**src/rtl/multicycle_controller_if.sv**
```systemverilog
// Control bundle between the multicycle controller and its datapath.
// master = controller side, slave = datapath side.
interface multicycle_controller_if;
    logic [6:0] op;
    logic       zero;
    logic       pc_write;
    logic       adr_src;
    logic       mem_write;
    logic       ir_write;
    logic [1:0] result_src;
    logic [1:0] alu_src_a;
    logic [1:0] alu_src_b;
    logic [1:0] alu_op;
    logic       reg_write;
    logic [2:0] imm_src;
    logic       illegal;
    logic [3:0] state;

    modport master (
        input  op, zero,
        output pc_write, adr_src, mem_write, ir_write, result_src, alu_src_a,
               alu_src_b, alu_op, reg_write, imm_src, illegal, state
    );

    modport slave (
        output op, zero,
        input  pc_write, adr_src, mem_write, ir_write, result_src, alu_src_a,
               alu_src_b, alu_op, reg_write, imm_src, illegal, state
    );
endinterface

```
**src/rtl/multicycle_controller.sv**
```systemverilog
// Multicycle RV-style main controller with configurable memory wait states.
// Define UTYPE_EN to add the LUI state; otherwise opcode 0110111 is illegal.
module multicycle_controller #(
    parameter int MEM_WAIT        = 0,
    parameter bit HALT_ON_ILLEGAL = 1'b1
) (
    input  logic                    clk,
    input  logic                    rst_n,
    multicycle_controller_if.master bus
);
    typedef enum logic [3:0] {
        S_FETCH    = 4'd0,
        S_DECODE   = 4'd1,
        S_MEMADR   = 4'd2,
        S_MEMREAD  = 4'd3,
        S_MEMWB    = 4'd4,
        S_MEMWRITE = 4'd5,
        S_EXECR    = 4'd6,
        S_EXECI    = 4'd7,
        S_ALUWB    = 4'd8,
        S_BEQ      = 4'd9,
        S_JAL      = 4'd10,
`ifdef UTYPE_EN
        S_LUI      = 4'd11,
`endif
        S_HALT     = 4'd12
    } state_t;

    localparam logic [6:0] OP_LOAD  = 7'b0000011;
    localparam logic [6:0] OP_STORE = 7'b0100011;
    localparam logic [6:0] OP_R     = 7'b0110011;
    localparam logic [6:0] OP_I     = 7'b0010011;
    localparam logic [6:0] OP_BEQ   = 7'b1100011;
    localparam logic [6:0] OP_JAL   = 7'b1101111;
    localparam logic [6:0] OP_LUI   = 7'b0110111;
    localparam logic [3:0] WAIT_INIT = 4'(MEM_WAIT);

    state_t     state, state_n;
    logic [3:0] wait_cnt;
    logic       illegal_q;
    logic       bad_op;
    logic       wait_done;

    logic       pc_write_c, adr_src_c, mem_write_c, ir_write_c, reg_write_c;
    logic [1:0] result_src_c, alu_src_a_c, alu_src_b_c, alu_op_c;
    logic [2:0] imm_src_c;

    assign wait_done = (wait_cnt == 4'd0);

    // Counter reloads on every state change, so each wait state starts full.
    always_ff @(posedge clk) begin
        if (!rst_n) begin
            state     <= S_FETCH;
            wait_cnt  <= WAIT_INIT;
            illegal_q <= 1'b0;
        end else begin
            state <= state_n;
            if (state_n != state)
                wait_cnt <= WAIT_INIT;
            else if (!wait_done)
                wait_cnt <= wait_cnt - 4'd1;
            if (bad_op)
                illegal_q <= 1'b1;
        end
    end

    always_comb begin
        state_n      = state;
        bad_op       = 1'b0;
        pc_write_c   = 1'b0;
        adr_src_c    = 1'b0;
        mem_write_c  = 1'b0;
        ir_write_c   = 1'b0;
        reg_write_c  = 1'b0;
        result_src_c = 2'b00;
        alu_src_a_c  = 2'b00;
        alu_src_b_c  = 2'b00;
        alu_op_c     = 2'b00;
        case (state)
            S_FETCH: begin
                alu_src_b_c  = 2'b10;
                result_src_c = 2'b10;
                if (wait_done) begin
                    ir_write_c = 1'b1;
                    pc_write_c = 1'b1;
                    state_n    = S_DECODE;
                end
            end
            S_DECODE: begin
                alu_src_a_c = 2'b01;
                alu_src_b_c = 2'b01;
                case (bus.op)
                    OP_LOAD, OP_STORE: state_n = S_MEMADR;
                    OP_R:              state_n = S_EXECR;
                    OP_I:              state_n = S_EXECI;
                    OP_BEQ:            state_n = S_BEQ;
                    OP_JAL:            state_n = S_JAL;
`ifdef UTYPE_EN
                    OP_LUI:            state_n = S_LUI;
`endif
                    default: begin
                        bad_op  = 1'b1;
                        state_n = HALT_ON_ILLEGAL ? S_HALT : S_FETCH;
                    end
                endcase
            end
            S_MEMADR: begin
                alu_src_a_c = 2'b10;
                alu_src_b_c = 2'b01;
                state_n     = (bus.op == OP_LOAD) ? S_MEMREAD : S_MEMWRITE;
            end
            S_MEMREAD: begin
                adr_src_c = 1'b1;
                if (wait_done) state_n = S_MEMWB;
            end
            S_MEMWB: begin
                result_src_c = 2'b01;
                reg_write_c  = 1'b1;
                state_n      = S_FETCH;
            end
            S_MEMWRITE: begin
                adr_src_c = 1'b1;
                if (wait_done) begin
                    mem_write_c = 1'b1;
                    state_n     = S_FETCH;
                end
            end
            S_EXECR: begin
                alu_src_a_c = 2'b10;
                alu_op_c    = 2'b10;
                state_n     = S_ALUWB;
            end
            S_EXECI: begin
                alu_src_a_c = 2'b10;
                alu_src_b_c = 2'b01;
                alu_op_c    = 2'b10;
                state_n     = S_ALUWB;
            end
            S_ALUWB: begin
                reg_write_c = 1'b1;
                state_n     = S_FETCH;
            end
            S_BEQ: begin
                alu_src_a_c = 2'b10;
                alu_op_c    = 2'b01;
                pc_write_c  = bus.zero;
                state_n     = S_FETCH;
            end
            S_JAL: begin
                alu_src_a_c = 2'b01;
                alu_src_b_c = 2'b10;
                pc_write_c  = 1'b1;
                state_n     = S_ALUWB;
            end
`ifdef UTYPE_EN
            S_LUI: begin
                alu_src_a_c = 2'b11;
                alu_src_b_c = 2'b01;
                state_n     = S_ALUWB;
            end
`endif
            S_HALT:  state_n = S_HALT;
            default: state_n = S_FETCH;
        endcase
    end

    always_comb begin
        imm_src_c = 3'b000;
        case (bus.op)
            OP_STORE: imm_src_c = 3'b001;
            OP_BEQ:   imm_src_c = 3'b010;
            OP_JAL:   imm_src_c = 3'b011;
`ifdef UTYPE_EN
            OP_LUI:   imm_src_c = 3'b100;
`endif
            OP_R:     imm_src_c = 3'b111;
            default:  imm_src_c = 3'b000;
        endcase
    end

    // Strobes are masked while rst_n is low so the reset cycle is quiet
    // even if the register still holds a writing state.
    assign bus.pc_write   = rst_n & pc_write_c;
    assign bus.ir_write   = rst_n & ir_write_c;
    assign bus.mem_write  = rst_n & mem_write_c;
    assign bus.reg_write  = rst_n & reg_write_c;
    assign bus.adr_src    = adr_src_c;
    assign bus.result_src = result_src_c;
    assign bus.alu_src_a  = alu_src_a_c;
    assign bus.alu_src_b  = alu_src_b_c;
    assign bus.alu_op     = alu_op_c;
    assign bus.imm_src    = imm_src_c;
    assign bus.illegal    = illegal_q;
    assign bus.state      = state;
endmodule

```
**src/flat_wrapper.sv**
```systemverilog
// flat-port wrapper written by rule: the top's interface ports become plain ports
module multicycle_controller_flat 
#(
    parameter int MEM_WAIT        = 0,
    parameter bit HALT_ON_ILLEGAL = 1'b1
)
  (clk, rst_n, bus_op, bus_zero, bus_pc_write, bus_adr_src, bus_mem_write, bus_ir_write, bus_result_src, bus_alu_src_a, bus_alu_src_b, bus_alu_op, bus_reg_write, bus_imm_src, bus_illegal, bus_state);
  multicycle_controller_if bus_i ();
  input  logic clk;
  input  logic rst_n;
  input wire logic [$bits(bus_i.op)-1:0] bus_op;
  input wire logic [$bits(bus_i.zero)-1:0] bus_zero;
  output wire logic [$bits(bus_i.pc_write)-1:0] bus_pc_write;
  output wire logic [$bits(bus_i.adr_src)-1:0] bus_adr_src;
  output wire logic [$bits(bus_i.mem_write)-1:0] bus_mem_write;
  output wire logic [$bits(bus_i.ir_write)-1:0] bus_ir_write;
  output wire logic [$bits(bus_i.result_src)-1:0] bus_result_src;
  output wire logic [$bits(bus_i.alu_src_a)-1:0] bus_alu_src_a;
  output wire logic [$bits(bus_i.alu_src_b)-1:0] bus_alu_src_b;
  output wire logic [$bits(bus_i.alu_op)-1:0] bus_alu_op;
  output wire logic [$bits(bus_i.reg_write)-1:0] bus_reg_write;
  output wire logic [$bits(bus_i.imm_src)-1:0] bus_imm_src;
  output wire logic [$bits(bus_i.illegal)-1:0] bus_illegal;
  output wire logic [$bits(bus_i.state)-1:0] bus_state;
  assign bus_i.op = bus_op;
  assign bus_i.zero = bus_zero;
  assign bus_pc_write = bus_i.pc_write;
  assign bus_adr_src = bus_i.adr_src;
  assign bus_mem_write = bus_i.mem_write;
  assign bus_ir_write = bus_i.ir_write;
  assign bus_result_src = bus_i.result_src;
  assign bus_alu_src_a = bus_i.alu_src_a;
  assign bus_alu_src_b = bus_i.alu_src_b;
  assign bus_alu_op = bus_i.alu_op;
  assign bus_reg_write = bus_i.reg_write;
  assign bus_imm_src = bus_i.imm_src;
  assign bus_illegal = bus_i.illegal;
  assign bus_state = bus_i.state;
  multicycle_controller #(.MEM_WAIT(MEM_WAIT), .HALT_ON_ILLEGAL(HALT_ON_ILLEGAL)) u_core (.clk(clk), .rst_n(rst_n), .bus(bus_i));
endmodule
```
**config.mk**
```make
export PLATFORM = sky130hd
export DESIGN_NAME = multicycle_controller_flat
export DESIGN_NICKNAME = d
export VERILOG_FILES = /design/src/rtl/multicycle_controller_if.sv /design/src/rtl/multicycle_controller.sv /design/src/flat_wrapper.sv
export SDC_FILE = /design/constraint.sdc
export NUM_CORES = 1
export LEC_CHECK = 0
export ABC_AREA = 1
export CORE_MARGIN = 3
export CORE_UTILIZATION = 40
export CTS_BUF_LIST = sky130_fd_sc_hd__clkbuf_8
export DETAILED_ROUTE_END_ITERATION = 8
export GPL_ROUTABILITY_DRIVEN = 0
export PLACE_DENSITY_LB_ADDON = 0.12
export REMOVE_ABC_BUFFERS = 1
export SYNTH_ARGS = -nofsm -noshare
export SYNTH_HDL_FRONTEND = slang
export SYNTH_SLANG_ARGS = --single-unit
```
**constraint.sdc**
```tcl
create_clock -name clk -period 2.18 [get_ports clk]
set_input_delay 0.436 -clock clk [delete_from_list [all_inputs] [get_ports clk]]
set_output_delay 0.436 -clock clk [all_outputs]
set_load 0.02 [all_outputs]
```
==> results.cfg <==
[cts]
cts_made_buffers = 3
cts_sinks = 9
clkTransAtPathRegs_ns = 0.04
root_buffer = clkbuf_8
htreeDepth = 1
tritoncts = yes
cts.path.max_buffers = 2
clock_latency_ns = 0.23

[yosys]
synthFlopType = dfxtp_1
synth-compound-area-share = 0.126
synthMuxAreaShare = 0
synth.top_cell.area_share = 0.232
synthCells = 141
ys_seq_area_frac = 0.232
synthSimpleGateAreaFrac = 0.489
synth_edf_count = 0
synthArstFlopShare = 0
yosys.area.top_type = dfxtp_1
yosysWarnings = 0
synth_top_family_by_area = simple AND/OR/NAND/NOR gates
yosysMostFrequentCell = nand2_1
ys_ff_latch = 9
synthDistinctLibCells = 20
synth_area_leaders = dfxtp_1 23%, nand2_1 16%, nor2_1 14%, inv_1 11%, nand3_1 7.7%
synth_xor_area_frac = 0.0113
synth_top_cells_by_count = 33 x nand2_1, 29 x nor2_1, 22 x inv_1
synth_fa_ha_area_frac = 0.0161
netlist_area_um2 = 776
avgSynthCellArea_um2 = 5.50

[placement]
hpwl_mm = 1.94
dp_slack_ns = -0.380
port_buffers = 30
placed_area_um2 = 1210

[min_path]
worst_hold_path.endpoint = u_core.bus.illegal
hold_path_class = flop to flop
hold_depth = 2
hold_path_startpoint = u_core.bus.illegal

[sta]
tightest_slew_ns = 0.237
worst_slack_ns = 0.0730
hold_viol = 0
slew_viol_final = 0
period_minus_slack_ns = 2.11
final-setup-viol-count = 0
fin_setup_tns_ns = 0
skew_ns = 0.000869
relSlewSlack = 0.842
fmax_mhz = 475
fin_crit_sh = 0.967
hold_ws_ns = 0.482

[global_route]
grt_pass1_vias = 951
antenna_found_initial = 0
grt_first_pass_wirelength_mm = 3.74
track_usage = 0.189
grt_max_degree = 8
grt_overflow_total = 0

[worst_setup_path]
critical-path-top-delay-family = buffers and inverters
cp-start-kind = input port
required_ns = 1.74
crit_type = input port to primary output
worstSetupEndpointType = primary output
r2r_slack_ns = 0.50
r2r_end = u_core.wait_cnt[0]
worstSetupPathDepth = 7
critPathBufInv = 3
critPathMostFrequentCell = nand2_1
crit_fanout = 4
max_stage_delay_ns = 0.40
crit_chain = clkdlybuf4s50_1 > inv_1 > nor2_1 > nand2_1 > nand2_1 > or2_2 > buf_2
critPathArrivalTime_ns = 1.67
crit_slowest_cell = clkdlybuf4s50_1
rr_startpoint = u_core.wait_cnt[0]
worst-r2r-cell-count = 10

[die]
core_um2 = 1780
rows = 15
die_area_um2 = 2500
start_util = 0.435
die_y_um = 50.0
die_x_um = 50.0
io_pins = 31

[cells_and_area]
nFillCells = 170
n_antenna_cell = 0
syn_to_final_growth_pct = 62.3
final_area_um2 = 1260
drive_gt1_frac = 0.205
nNetsFinal = 202

[route]
firstDrtPassIters = 4
drc_errors = 0
viasPerCell = 4.83
drt_iter0_drc = 25
wire_per_inst_um = 10.6
num_vias = 1038
routed_wl_mm = 2.29
postRouteAntennaNets = 0

[power]
p_per_area_nw_per_um2 = 545
power_mw = 0.686
ir_drop_mv = 0.535
p_leak_nw = 0.729

[outcome]
status = finished, final reports clean

[run]
maxCapViolCount = 0
[layout by cell type, fill, tap and decap left out, types with 4 or more instances in the layout]
cell and instances:
nand2_1 33, nor2_1 28, inv_1 23, buf_4 15, clkdlybuf4s50_1 14, nand3_1 12
dfxtp_1 8, dlygate4sd2_1 7, nor2_2 6, o21ai_0 6, a21oi_1 5, dlymetal6s2s_1 5
inv_2 4
[sequential cells by signal (all words and copies together), names as in the netlist]
name and count:
u_core.bus.state 4, u_core.wait_cnt 4, u_core.bus.illegal 1
[worst max-delay path by stage]
stage / start / to / slack [ns]
2_1_floorplan: u_core.bus.state[3] / bus_pc_write / 0.13
3_3_place_gp: bus_op[1] / bus_imm_src[1] / -0.32
3_5_place_dp: bus_op[0] / bus_imm_src[1] / -0.38
4_1_cts: u_core.bus.state[2] / bus_adr_src / 0.03
5_1_grt: bus_op[6] / bus_imm_src[1] / -0.001
6_report: bus_op[6] / bus_imm_src[1] / 0.07
[layer usage]
metal | vias to the layer above | part of all wire | GRT usage
met3 | 6 | 0.052 | 0.0211
met1 | 461 | 0.44 | 0.205
met2 | 31 | 0.49 | 0.359
li1 | 540 | - | -
met5 | - | 0 | 0
met4 | 0 | 0.020 | 0.0829
[area by class of cell]
type                       count  area, µm²  share of cell area
multi-input combinational    106        500               0.398
inverter                      26       97.6              0.0775
sequential                     9        181               0.144
clock buffer                   3       41.3              0.0328
tap                           25       31.3              0.0249
timing repair buffer          45        403               0.320
clock inverter                 1       3.75             0.00298
[worst register-to-register path, cell delays in order, from the launching register on]
cell	delay, ns
dfxtp_1	0.33
inv_1	0.06
ha_1	0.23
nand2_1	0.18
nor2_1	0.09
buf_4	0.14
nor2_2	0.10
inv_1	0.05
a31oi_1	0.19
nand3_2	0.15
nor2_1	0.11
[report_power, final]
part / internal (mW) / switching [mW] / total, mW
Sequential: 0.177 / 0.0131 / 0.190
Combinational: 0.131 / 0.182 / 0.313
Clock: 0.122 / 0.0605 / 0.183
[cells by family (layout without fill, tap and decap cells)]
logic type | after synthesis | after routing
AOI/OAI and AO/OA | 17 | 17
and+or+nand+nor | 87 | 87
DFF | 9 | 9
xor gates and xnor gates | 1 | 1
buffers and inverters | 26 | 75
adders and majority gates | 1 | 1
[stage by stage]
step | utilization | cells
5_1_grt | 0.706 | 215
3_3_place_gp | 0.680 | 210
2_1_floorplan | - | 141
4_1_cts | 0.697 | 214
3_5_place_dp | 0.680 | 210
6_report | 0.706 | 215
[repair_timing]
item	4_1_cts	5_1_grt
hold endpoints to repair	0	0
setup endpoints to repair	11	9
hold buffers	0	0
setup buffers	0	1
gates resized for setup	16	11
pin swaps	0	1
Note: power is estimated with default switching activity, not from simulation.
